--- src/rtl/fetch_unit_pkg.sv ---
// Shared types and constants for the instruction fetch stage.
// Imported by fetch_unit and fetch_buffer.
package fetch_unit_pkg;

  localparam int DATA_WIDTH  = 32;
  localparam int INSTR_BYTES = 4;

  typedef enum logic [1:0] {
    FETCH_IDLE,
    FETCH_REQ,
    FETCH_WAIT
  } fetch_state_e;

endpackage

--- src/rtl/fetch_buffer.sv ---
// Single-entry instruction register between fetch and decode.
// Flush wins over load; load wins over consumption.
module fetch_buffer
  import fetch_unit_pkg::*;
(
  input  logic                  clk_i,
  input  logic                  rst_ni,
  input  logic                  load_i,
  input  logic                  flush_i,
  input  logic                  ready_i,
  input  logic [DATA_WIDTH-1:0] instr_i,
  input  logic [DATA_WIDTH-1:0] pc_i,
  output logic                  valid_o,
  output logic [DATA_WIDTH-1:0] instr_o,
  output logic [DATA_WIDTH-1:0] pc_o
);

  logic                  valid_q, valid_d;
  logic [DATA_WIDTH-1:0] instr_q, instr_d;
  logic [DATA_WIDTH-1:0] pc_q, pc_d;

  always_comb begin
    valid_d = valid_q;
    instr_d = instr_q;
    pc_d    = pc_q;
    if (flush_i) begin
      valid_d = 1'b0;
    end else if (load_i) begin
      valid_d = 1'b1;
      instr_d = instr_i;
      pc_d    = pc_i;
    end else if (valid_q && ready_i) begin
      valid_d = 1'b0;
    end
  end

  always_ff @(posedge clk_i or negedge rst_ni) begin
    if (!rst_ni) begin
      valid_q <= 1'b0;
      instr_q <= '0;
      pc_q    <= '0;
    end else begin
      valid_q <= valid_d;
      instr_q <= instr_d;
      pc_q    <= pc_d;
    end
  end

  assign valid_o = valid_q;
  assign instr_o = instr_q;
  assign pc_o    = pc_q;

endmodule

--- src/rtl/fetch_unit.sv ---
// Instruction fetch stage: PC, one-outstanding imem request FSM,
// redirect handling with wrong-path discard, single-entry output.
module fetch_unit
  import fetch_unit_pkg::*;
#(
  parameter logic [DATA_WIDTH-1:0] RESET_PC = 32'h0000_0000
) (
  input  logic                  clk_i,
  input  logic                  rst_ni,
  input  logic                  en_i,
  output logic                  imem_req_o,
  output logic [DATA_WIDTH-1:0] imem_addr_o,
  input  logic                  imem_gnt_i,
  input  logic                  imem_rvalid_i,
  input  logic [DATA_WIDTH-1:0] imem_rdata_i,
  input  logic                  branch_take_i,
  input  logic [DATA_WIDTH-1:0] branch_target_i,
  output logic                  instr_valid_o,
  output logic [DATA_WIDTH-1:0] instr_o,
  output logic [DATA_WIDTH-1:0] instr_pc_o,
  input  logic                  instr_ready_i,
  output logic                  misalign_o
);

  fetch_state_e          state_q, state_d;
  logic [DATA_WIDTH-1:0] pc_q, pc_d;
  logic [DATA_WIDTH-1:0] ipc_q, ipc_d;
  logic                  disc_q, disc_d;
  logic                  mis_q, mis_d;
  logic                  buf_valid;
  logic                  can_issue;
  logic                  issue;
  logic                  load;
  logic [DATA_WIDTH-1:0] tgt_al;

  assign tgt_al      = {branch_target_i[DATA_WIDTH-1:2], 2'b00};
  assign can_issue   = !buf_valid || instr_ready_i;
  assign imem_req_o  = (state_q == FETCH_REQ) && can_issue;
  assign imem_addr_o = pc_q;
  assign issue       = imem_req_o && imem_gnt_i;
  assign misalign_o  = mis_q;

  always_comb begin
    state_d = state_q;
    pc_d    = pc_q;
    ipc_d   = ipc_q;
    disc_d  = disc_q;
    load    = 1'b0;
    mis_d   = branch_take_i && (branch_target_i[1:0] != 2'b00);
    unique case (state_q)
      FETCH_IDLE: begin
        if (en_i) state_d = FETCH_REQ;
      end
      FETCH_REQ: begin
        if (issue) begin
          ipc_d   = pc_q;
          disc_d  = branch_take_i;
          state_d = FETCH_WAIT;
        end else if (!en_i) begin
          state_d = FETCH_IDLE;
        end
      end
      FETCH_WAIT: begin
        if (imem_rvalid_i) begin
          load    = !disc_q && !branch_take_i;
          disc_d  = 1'b0;
          state_d = en_i ? FETCH_REQ : FETCH_IDLE;
          if (load) pc_d = ipc_q + DATA_WIDTH'(INSTR_BYTES);
        end else if (branch_take_i) begin
          disc_d = 1'b1;
        end
      end
      default: state_d = FETCH_IDLE;
    endcase
    // Redirect overrides any sequential PC update.
    if (branch_take_i) pc_d = tgt_al;
  end

  always_ff @(posedge clk_i or negedge rst_ni) begin
    if (!rst_ni) begin
      state_q <= FETCH_IDLE;
      pc_q    <= RESET_PC;
      ipc_q   <= '0;
      disc_q  <= 1'b0;
      mis_q   <= 1'b0;
    end else begin
      state_q <= state_d;
      pc_q    <= pc_d;
      ipc_q   <= ipc_d;
      disc_q  <= disc_d;
      mis_q   <= mis_d;
    end
  end

  fetch_buffer u_buf (
    .clk_i   (clk_i),
    .rst_ni  (rst_ni),
    .load_i  (load),
    .flush_i (branch_take_i),
    .ready_i (instr_ready_i),
    .instr_i (imem_rdata_i),
    .pc_i    (ipc_q),
    .valid_o (buf_valid),
    .instr_o (instr_o),
    .pc_o    (instr_pc_o)
  );

  assign instr_valid_o = buf_valid;

endmodule

--- config.mk ---
export PLATFORM = sky130hd
export DESIGN_NAME = fetch_unit
export DESIGN_NICKNAME = d
export VERILOG_FILES = /design/src/rtl/fetch_unit_pkg.sv /design/src/rtl/fetch_buffer.sv /design/src/rtl/fetch_unit.sv
export SDC_FILE = /design/constraint.sdc
export NUM_CORES = 1
export LEC_CHECK = 0
export CORE_MARGIN = 2
export CORE_UTILIZATION = 40
export CTS_CLUSTER_SIZE = 8
export DETAILED_ROUTE_END_ITERATION = 7
export PLACE_DENSITY = 0.69
export RECOVER_POWER = 25
export SLEW_MARGIN = 0
export SYNTH_ARGS = -nofsm -noshare
export SYNTH_HDL_FRONTEND = slang
export SYNTH_HIERARCHICAL = 1
export SYNTH_SLANG_ARGS = --single-unit
--- constraint.sdc ---
create_clock -name clk_i -period 6.76 [get_ports clk_i]
set_clock_uncertainty 0.1 [all_clocks]
set_input_delay 1.352 -clock clk_i [delete_from_list [all_inputs] [get_ports clk_i]]
set_output_delay 1.352 -clock clk_i [all_outputs]
set_load 0.1 [all_outputs]
==> Yosys cells after proc, flatten, opt, wreduce, memory -nomap -nowiden <==
Cells that the tools add are included.
{ "totals": {"register_bits": 133, "latch_bits": 0, "mem_bits_rw": 0, "mem_bits_ro": 0, "input_bits": 71, "elab_cells": 57, "memories": 0} }
{ "classes": {"n_addsub": 1, "mul": 0, "div_mod_pow": 0, "magnitude_cmp": 0, "eq_ne": 7, "n_shift": 0, "n_mux": 19, "bitwise": 1, "reduce_logical": 21} }
{ "ops": {"columns": ["operator", "count"], "rows": [
  ["$mux 32", 4],
  ["$add 32x3->32 const B", 1],
  ["$reduce_bool 2->1", 5],
  ["$mux 1", 9],
  ["$reduce_and 3->1", 3],
  ["$mux 2", 4],
  ["$ne 2x2->1 const B", 3],
  ["$ne 3x3->1 const B", 2],
  ["$pmux 2 s3", 1],
  ["$logic_and 1x1->1", 5],
  ["$reduce_and 2->1", 2],
  ["$logic_not 1->1", 3],
  ["$reduce_bool 3->1", 1],
  ["$eq 2x1->1 const B", 1],
  ["$eq 2x2->1 const B", 1],
  ["$logic_not 2->1", 1],
  ["$pmux 1 s2", 1],
  ["$logic_or 1x1->1", 1],
  ["$not 1->1", 1]
]} }

==> Depth between registers and ports, before layout <==
Gate-level depths: netlist (run 1).
{ "logic_depth": {"ltp_word": 6, "depth_mapped": 8} }

==> Modules after synthesis <==
The synthesis (run 1) kept the hierarchy.
{ "by_module_without_submodules": {"columns": ["mod", "n_inst", "cells_each", "area_per_inst_um2", "seq_area_each_um2"], "rows": [
  ["fetch_unit", 1, 287, 3295.7, 1701.6],
  ["fetch_buffer", 1, 140, 2741.4, 1626.6]
]} }

==> Least setup slack after synthesis (run 1) <==
Ideal clock, no wire load.
{ "synth_path": {"kind": "input to output", "start": "input instr_ready_i", "end": "output imem_req_o", "t_arrival_ps": 2651, "required_ps": 5308, "setup_slack_ps": 2657, "cell_stages": 2, "path_buffers": 0, "path_cell_list": "nor2b_1 -> nor3b_2"} }
{ "synth_between": {"elab_chain_cells": 2} }
{ "synth_rtl": {"columns": ["item", "line_no", "source"], "rows": [
  ["from (decl)", "fetch_unit.sv:21", "input logic instr_ready_i,"],
  ["$logic_or 1x1->1", "fetch_unit.sv:37", "assign can_issue = !buf_valid || instr_ready_i;"],
  ["$logic_and 1x1->1", "fetch_unit.sv:38", "assign imem_req_o = (state_q == FETCH_REQ) && can_issue;"],
  ["to (decl)", "fetch_unit.sv:11", "output logic imem_req_o,"]
]} }
Every way passes these cells.

==> Worst setup path after layout (run 1) <==
Same ends and word-level chain as after synthesis.

==> flow_summary.json, run 1 <==
{
  "status": "finished with violations",
  "violations": "max-capacitance violations, max-slew violations",
  "hold_depth": 1,
  "syn-mean-instance-area_um2": 14.1,
  "synth-seq-cells": 133,
  "vias": 4134,
  "start_kind": "input pin",
  "cp.required_ns": 5.31,
  "wl_mm": 15.0,
  "grt_pass1_wl_mm": 24.0,
  "cts_setup_buffers": 0,
  "nFillCells": 1224,
  "yosysSeqAreaShare_pct": 55.1,
  "path_depth": 4,
  "vdd_drop_max_mv": 0.413,
  "wire_per_inst_um": 18.7,
  "clk_pin_slew_ns": 0.05,
  "antenna_found_initial": 0,
  "final_util_pct": 56.9,
  "crit_path_max_fanout": 3,
  "finalCriticalPeriod_ns": 4.92,
  "drt_iter0_drc": 185,
  "path_common_cell": "clkdlybuf4s50_1",
  "die_h_um": 127,
  "coreArea_um2": 14600,
  "synth_nets": 499,
  "p_per_area_nw_per_um2": 521,
  "port_buffers": 169,
  "numCtsBuffers": 17,
  "crit_slowest_cell": "clkdlybuf4s50_1",
  "layout-drive-gt1-share_pct": 23.6,
  "cts_tree": "built",
  "drv_cap": 1,
  "finalSetupViolCount": 0,
  "tightest_slew_ns": 2.68,
  "power.leakage_uw": 0.00347,
  "synth_ff_type": "dfrtp_1",
  "relSlewSlack_pct": -78.4,
  "finalWorstSetupSlack_ns": 1.84,
  "grt_usage_pct": 19.3,
  "period_share_pct": 72.8,
  "ioPinCount": 170,
  "grt_pass1_vias": 4407,
  "cts_root_buf": "clkbuf_16",
  "gp_congestion": 0.777,
  "final_antenna_net_count": 0,
  "num_antenna_cells": 0,
  "cp_top_family": "buffers and inverters",
  "rows": 44,
  "grt_max_degree": 85,
  "cp_cell_sequence": "clkdlybuf4s50_1 > nor2b_1 > nor3b_1 > clkdlybuf4s50_1",
  "post-place-ws_ns": 1.63,
  "hold_buffers": 0,
  "path_buf_inv": 2,
  "h-tree-depth": 4,
  "hold_viol_final": 0,
  "setup_tns_ns": 0,
  "insertion_delay_ns": 0.42,
  "synth_area_um2": 6040,
  "slew_viol_final": 51,
  "fmax_mhz": 203,
  "cts_sinks": 133,
  "rsz0062_at_grt": "false",
  "cts.path.max_buffers": 2,
  "worstSetupPathType": "input pin to output pin",
  "start_util_pct": 41.2,
  "die_w_um": 127,
  "synthTopCellsByCount": "dfrtp_1 (133), mux2_4 (60), mux2_2 (37), a22oi_1 (20), nand2_1 (17)",
  "die-area_um2": 16100,
  "syn_inst": 427,
  "cts_resized": 0,
  "hp-class": "flop to flop",
  "yosysWarningCount": 6,
  "yosysMostFrequentCell": "dfrtp_1",
  "async_reset_ff_share_pct": 100,
  "synth_top_area_share_pct": 55.1,
  "avgViaCountPerCell": 5.17,
  "max_stage_delay_ns": 1.22,
  "yosysUniqueCellTypes": 49,
  "synthTopCellsByArea": "dfrtp_1 (55%), mux2_4 (15%), mux2_2 (6.9%)",
  "cp_data_arrival_time_ns": 3.47,
  "synth_top_cell_by_area": "dfrtp_1",
  "worstSetupEndpointType": "output pin",
  "area_growth_pct": 38.0,
  "nNetsFinal": 675,
  "synth_edf_count": 0,
  "reg2regPathDepth": 7,
  "drt_first_pass_iters": 4,
  "hpwl_mm": 10.2,
  "gr-total-overflow": 0,
  "drc_errors": 0
}
==> where the power goes <==
group	internal, uW	leakage [uW]	switching, uW
logic	635	0.00161	1560
clock network	520	0.000262	312
registers	1050	0.00160	268
==> kinds of logic (layout without fill, tap and decap cells) <==
| logic type | count (synthesis) | in the layout | synth area share [%] |
|---|---|---|---|
| xor gates and xnor gates | 25 | 25 | 3.63 |
| DFF | 133 | 133 | 55.1 |
| muxes | 100 | 100 | 22.3 |
| and+or+nand+nor | 72 | 72 | 7.73 |
| AOI/OAI and AO/OA | 69 | 69 | 7.23 |
| adders and majority gates | 1 | 1 | 0.207 |
| buffers and inverters | 27 | 215 | 3.75 |
==> cell usage in the layout, fill, tap and decap left out, types with 6 or more instances in the layout <==
| master | synthesis | layout |
|---|---|---|
| nand2_1 | 17 | 17 |
| inv_1 | 6 | 6 |
| nor2_1 | 14 | 14 |
| buf_4 | 0 | 7 |
| mux2_4 | 60 | 60 |
| o21ai_0 | 11 | 11 |
| clkdlybuf4s50_1 | 0 | 168 |
| clkbuf_1 | 8 | 8 |
| clkbuf_16 | 0 | 17 |
| a21oi_1 | 9 | 9 |
| a22oi_1 | 20 | 20 |
| o21ai_1 | 14 | 14 |
| dfrtp_1 | 133 | 133 |
| xnor2_1 | 16 | 16 |
| xor2_1 | 9 | 9 |
| mux2_2 | 37 | 37 |
| nand3_1 | 9 | 9 |
==> registers in the layout, summed over array words and instances (netlist names) <==
register and flops:
disc_q 1, imem_addr_o 32, ipc_q 32, misalign_o 1
state_q 2, u_buf/instr_o 32, u_buf/pc_o 32, u_buf/valid_o 1
==> area by class of cell <==
cell class              count  area, um^2  area share (%)
clock buffers              26         479            5.75
inverters                   8        30.0           0.360
multi-input cells         267        2480            29.7
repair buffers            176        1740            20.9
well taps                 184         230            2.76
clock inverters             5        50.0           0.601
flip-flops and latches    133        3330            39.9
==> per-layer routing <==
metal	GRT usage, %	up-vias	share of wire, %
li1	-	1898	-
met1	26.0	2076	46
met2	29.4	146	46
met3	6.07	14	6.6
met4	6.66	0	1.3
met5	0	-	0
==> metrics by stage <==
step	total power [uW]	hold WS, ns	cells	instance area (um^2)
after CTS	4370	0.408	799	8350
after global routing	4510	0.424	799	8330
after global placement	3490	0.392	768	7820
after detailed placement	3520	0.391	768	7820
final	4340	0.405	799	8330
after floorplan	2960	0.382	427	6040
==> final timing paths <==
check	startpoint	end	slack (ns)
max in group asynchronous	rst_ni	u_buf/instr_o[17]	2.70
max reg2reg	state_q[0]	u_buf/instr_o[27]	3.40
max	instr_ready_i	imem_req_o	1.84
min	u_buf/instr_o[23]	u_buf/instr_o[23]	0.40
min in group asynchronous	rst_ni	imem_addr_o[16]	1.67
min reg2reg	u_buf/instr_o[23]	u_buf/instr_o[23]	0.40
(Power assumes the default switching activity.)
==> run 2: changes to the inputs <==
PLACE_DENSITY = 0.71   (was 0.69)
clock period = 4.4 ns   (was 6.76 ns; I/O delays follow)
==> flow_summary.json, run 2 (synthesized netlist as in run 1, its figures left out) <==
{
  "gp_congestion": 0.751,
  "worstSetupPathType": "input pin to asynchronous set/reset pin",
  "path_depth": 2,
  "vias": 4150,
  "cts_sinks": 133,
  "grt_pass1_wl_mm": 24.0,
  "finalCriticalPeriod_ns": 3.13,
  "reg2regPathDepth": 7,
  "dpl-instance-area_um2": 7830,
  "final_cells": 800,
  "period_share_pct": 71.2,
  "cts_tree": "built",
  "cp.required_ns": 4.65,
  "grt_use_met1_pct": 26.0,
  "tightest_slew_ns": 2.11,
  "mostFrequentLayoutCells": "clkdlybuf4s50_1 (166), dfrtp_1 (133), mux2_4 (60), mux2_2 (37), a22oi_1 (20)",
  "cp_top_family": "buffers and inverters",
  "use_met2_pct": 29.9,
  "path_buf_inv": 2,
  "hp-class": "flop to flop",
  "status": "finished with violations",
  "power.switching_uw": 3330,
  "h-tree-depth": 4,
  "start_kind": "input pin",
  "setup_tns_ns": 0,
  "drc_errors": 0,
  "cts_setup_buffers": 0,
  "rsz0062_at_grt": "false",
  "p_int_uw": 3470,
  "vdd_drop_max_mv": 0.630,
  "clkPwrFrac_pct": 20.9,
  "num_antenna_cells": 0,
  "violations": "max-capacitance violations, max-slew violations",
  "hold_depth": 1,
  "die_h_um": 127,
  "grt_pass1_vias": 4378,
  "final_common_cell": "clkdlybuf4s50_1",
  "cts_root_buf": "clkbuf_16",
  "fmax_mhz": 319,
  "drt_first_pass_iters": 4,
  "layout-drive-gt1-share_pct": 25.0,
  "finalSetupViolCount": 0,
  "top_usage_layer": "met2",
  "area_growth_pct": 39.3,
  "power.leakage_uw": 0.00349,
  "slew_viol_final": 86,
  "nFillCells": 1178,
  "cp_cell_sequence": "clkbuf_2 > clkbuf_1",
  "insertion_delay_ns": 0.43,
  "antenna_found_initial": 0,
  "clk_pin_slew_ns": 0.05,
  "grt_max_degree": 86,
  "combPwrFrac_pct": 49.5,
  "die_w_um": 127,
  "dp.cells": 768,
  "cts_resized": 0,
  "switching_share_pct": 49.0,
  "use_met3_pct": 6.12,
  "gr-total-overflow": 0,
  "relSlewSlack_pct": -40.4,
  "nNetsFinal": 675,
  "drt_iter0_drc": 220,
  "die-area_um2": 16100,
  "crit_slowest_cell": "clkbuf_2",
  "seq_power_share_pct": 29.6,
  "final_antenna_net_count": 0,
  "grt_usage_pct": 19.4,
  "hold_viol_final": 0,
  "wl_mm": 14.9,
  "coreArea_um2": 14600,
  "crit_path_max_fanout": 85,
  "hold_buffers": 0,
  "hpwl_mm": 10.1,
  "power_uw": 6800,
  "worstSetupEndpointType": "asynchronous set/reset pin",
  "p_per_area_nw_per_um2": 808,
  "port_buffers": 169,
  "ioPinCount": 170,
  "max_stage_delay_ns": 1.47,
  "drv_cap": 1,
  "cp_data_arrival_time_ns": 3.38,
  "start_util_pct": 41.2,
  "cts.path.max_buffers": 2,
  "design_area_um2": 8410,
  "rows": 44,
  "numCtsBuffers": 17,
  "avgViaCountPerCell": 5.19,
  "wire_per_inst_um": 18.6
}
[run 2: layer usage]
metal	wire, um	part of all wire, %
met1	6680	45
met2	7050	47
met3	902	6.1
met4	242	1.6
met5	0	0
[run 2: power groups by stage]
stage | clock network, uW | logic [uW] | registers (uW)
6_report | 1420 | 3370 | 2010
5_1_grt | 1500 | 3470 | 2080
4_1_cts | 1440 | 3380 | 2010
3_5_place_dp | 0 | 3370 | 2020
3_3_place_gp | 0 | 3350 | 2020
2_1_floorplan | 0 | 698 | 3840
[run 2: area by class of cell]
cell class,instances,area [um^2],share of cell area (%)
clock buffer,21,470,5.59
tap,184,230,2.74
inverter,8,30.0,0.357
multi-input combinational,267,2480,29.5
clock inverter,11,125,1.49
timing repair buffer,176,1750,20.7
sequential,133,3330,39.6
[run 2: worst paths after layout]
path	slack, ns	endpoint	start
worst min register to register	0.41	u_buf/instr_o[16]	u_buf/instr_o[16]
worst max register to register	1.93	u_buf/instr_o[27]	state_q[0]
worst max-delay path	1.27	u_buf/instr_o[2]	rst_ni
worst min-delay path	0.41	u_buf/instr_o[16]	u_buf/instr_o[16]
min in group asynchronous	0.96	imem_addr_o[17]	rst_ni
max in group clk_i	1.35	u_buf/instr_o[27]	branch_take_i
[run 2: through the flow]
stage | setup WS, ns | hold slack (ns) | util, %
after floorplan | 0.947 | 0.382 | -
after global placement | 1.07 | 0.393 | 53.4
after detailed placement | 1.01 | 0.391 | 53.4
after CTS | 1.38 | 0.409 | 57.5
after global routing | 0.718 | 0.426 | 57.4
final | 1.27 | 0.407 | 57.4
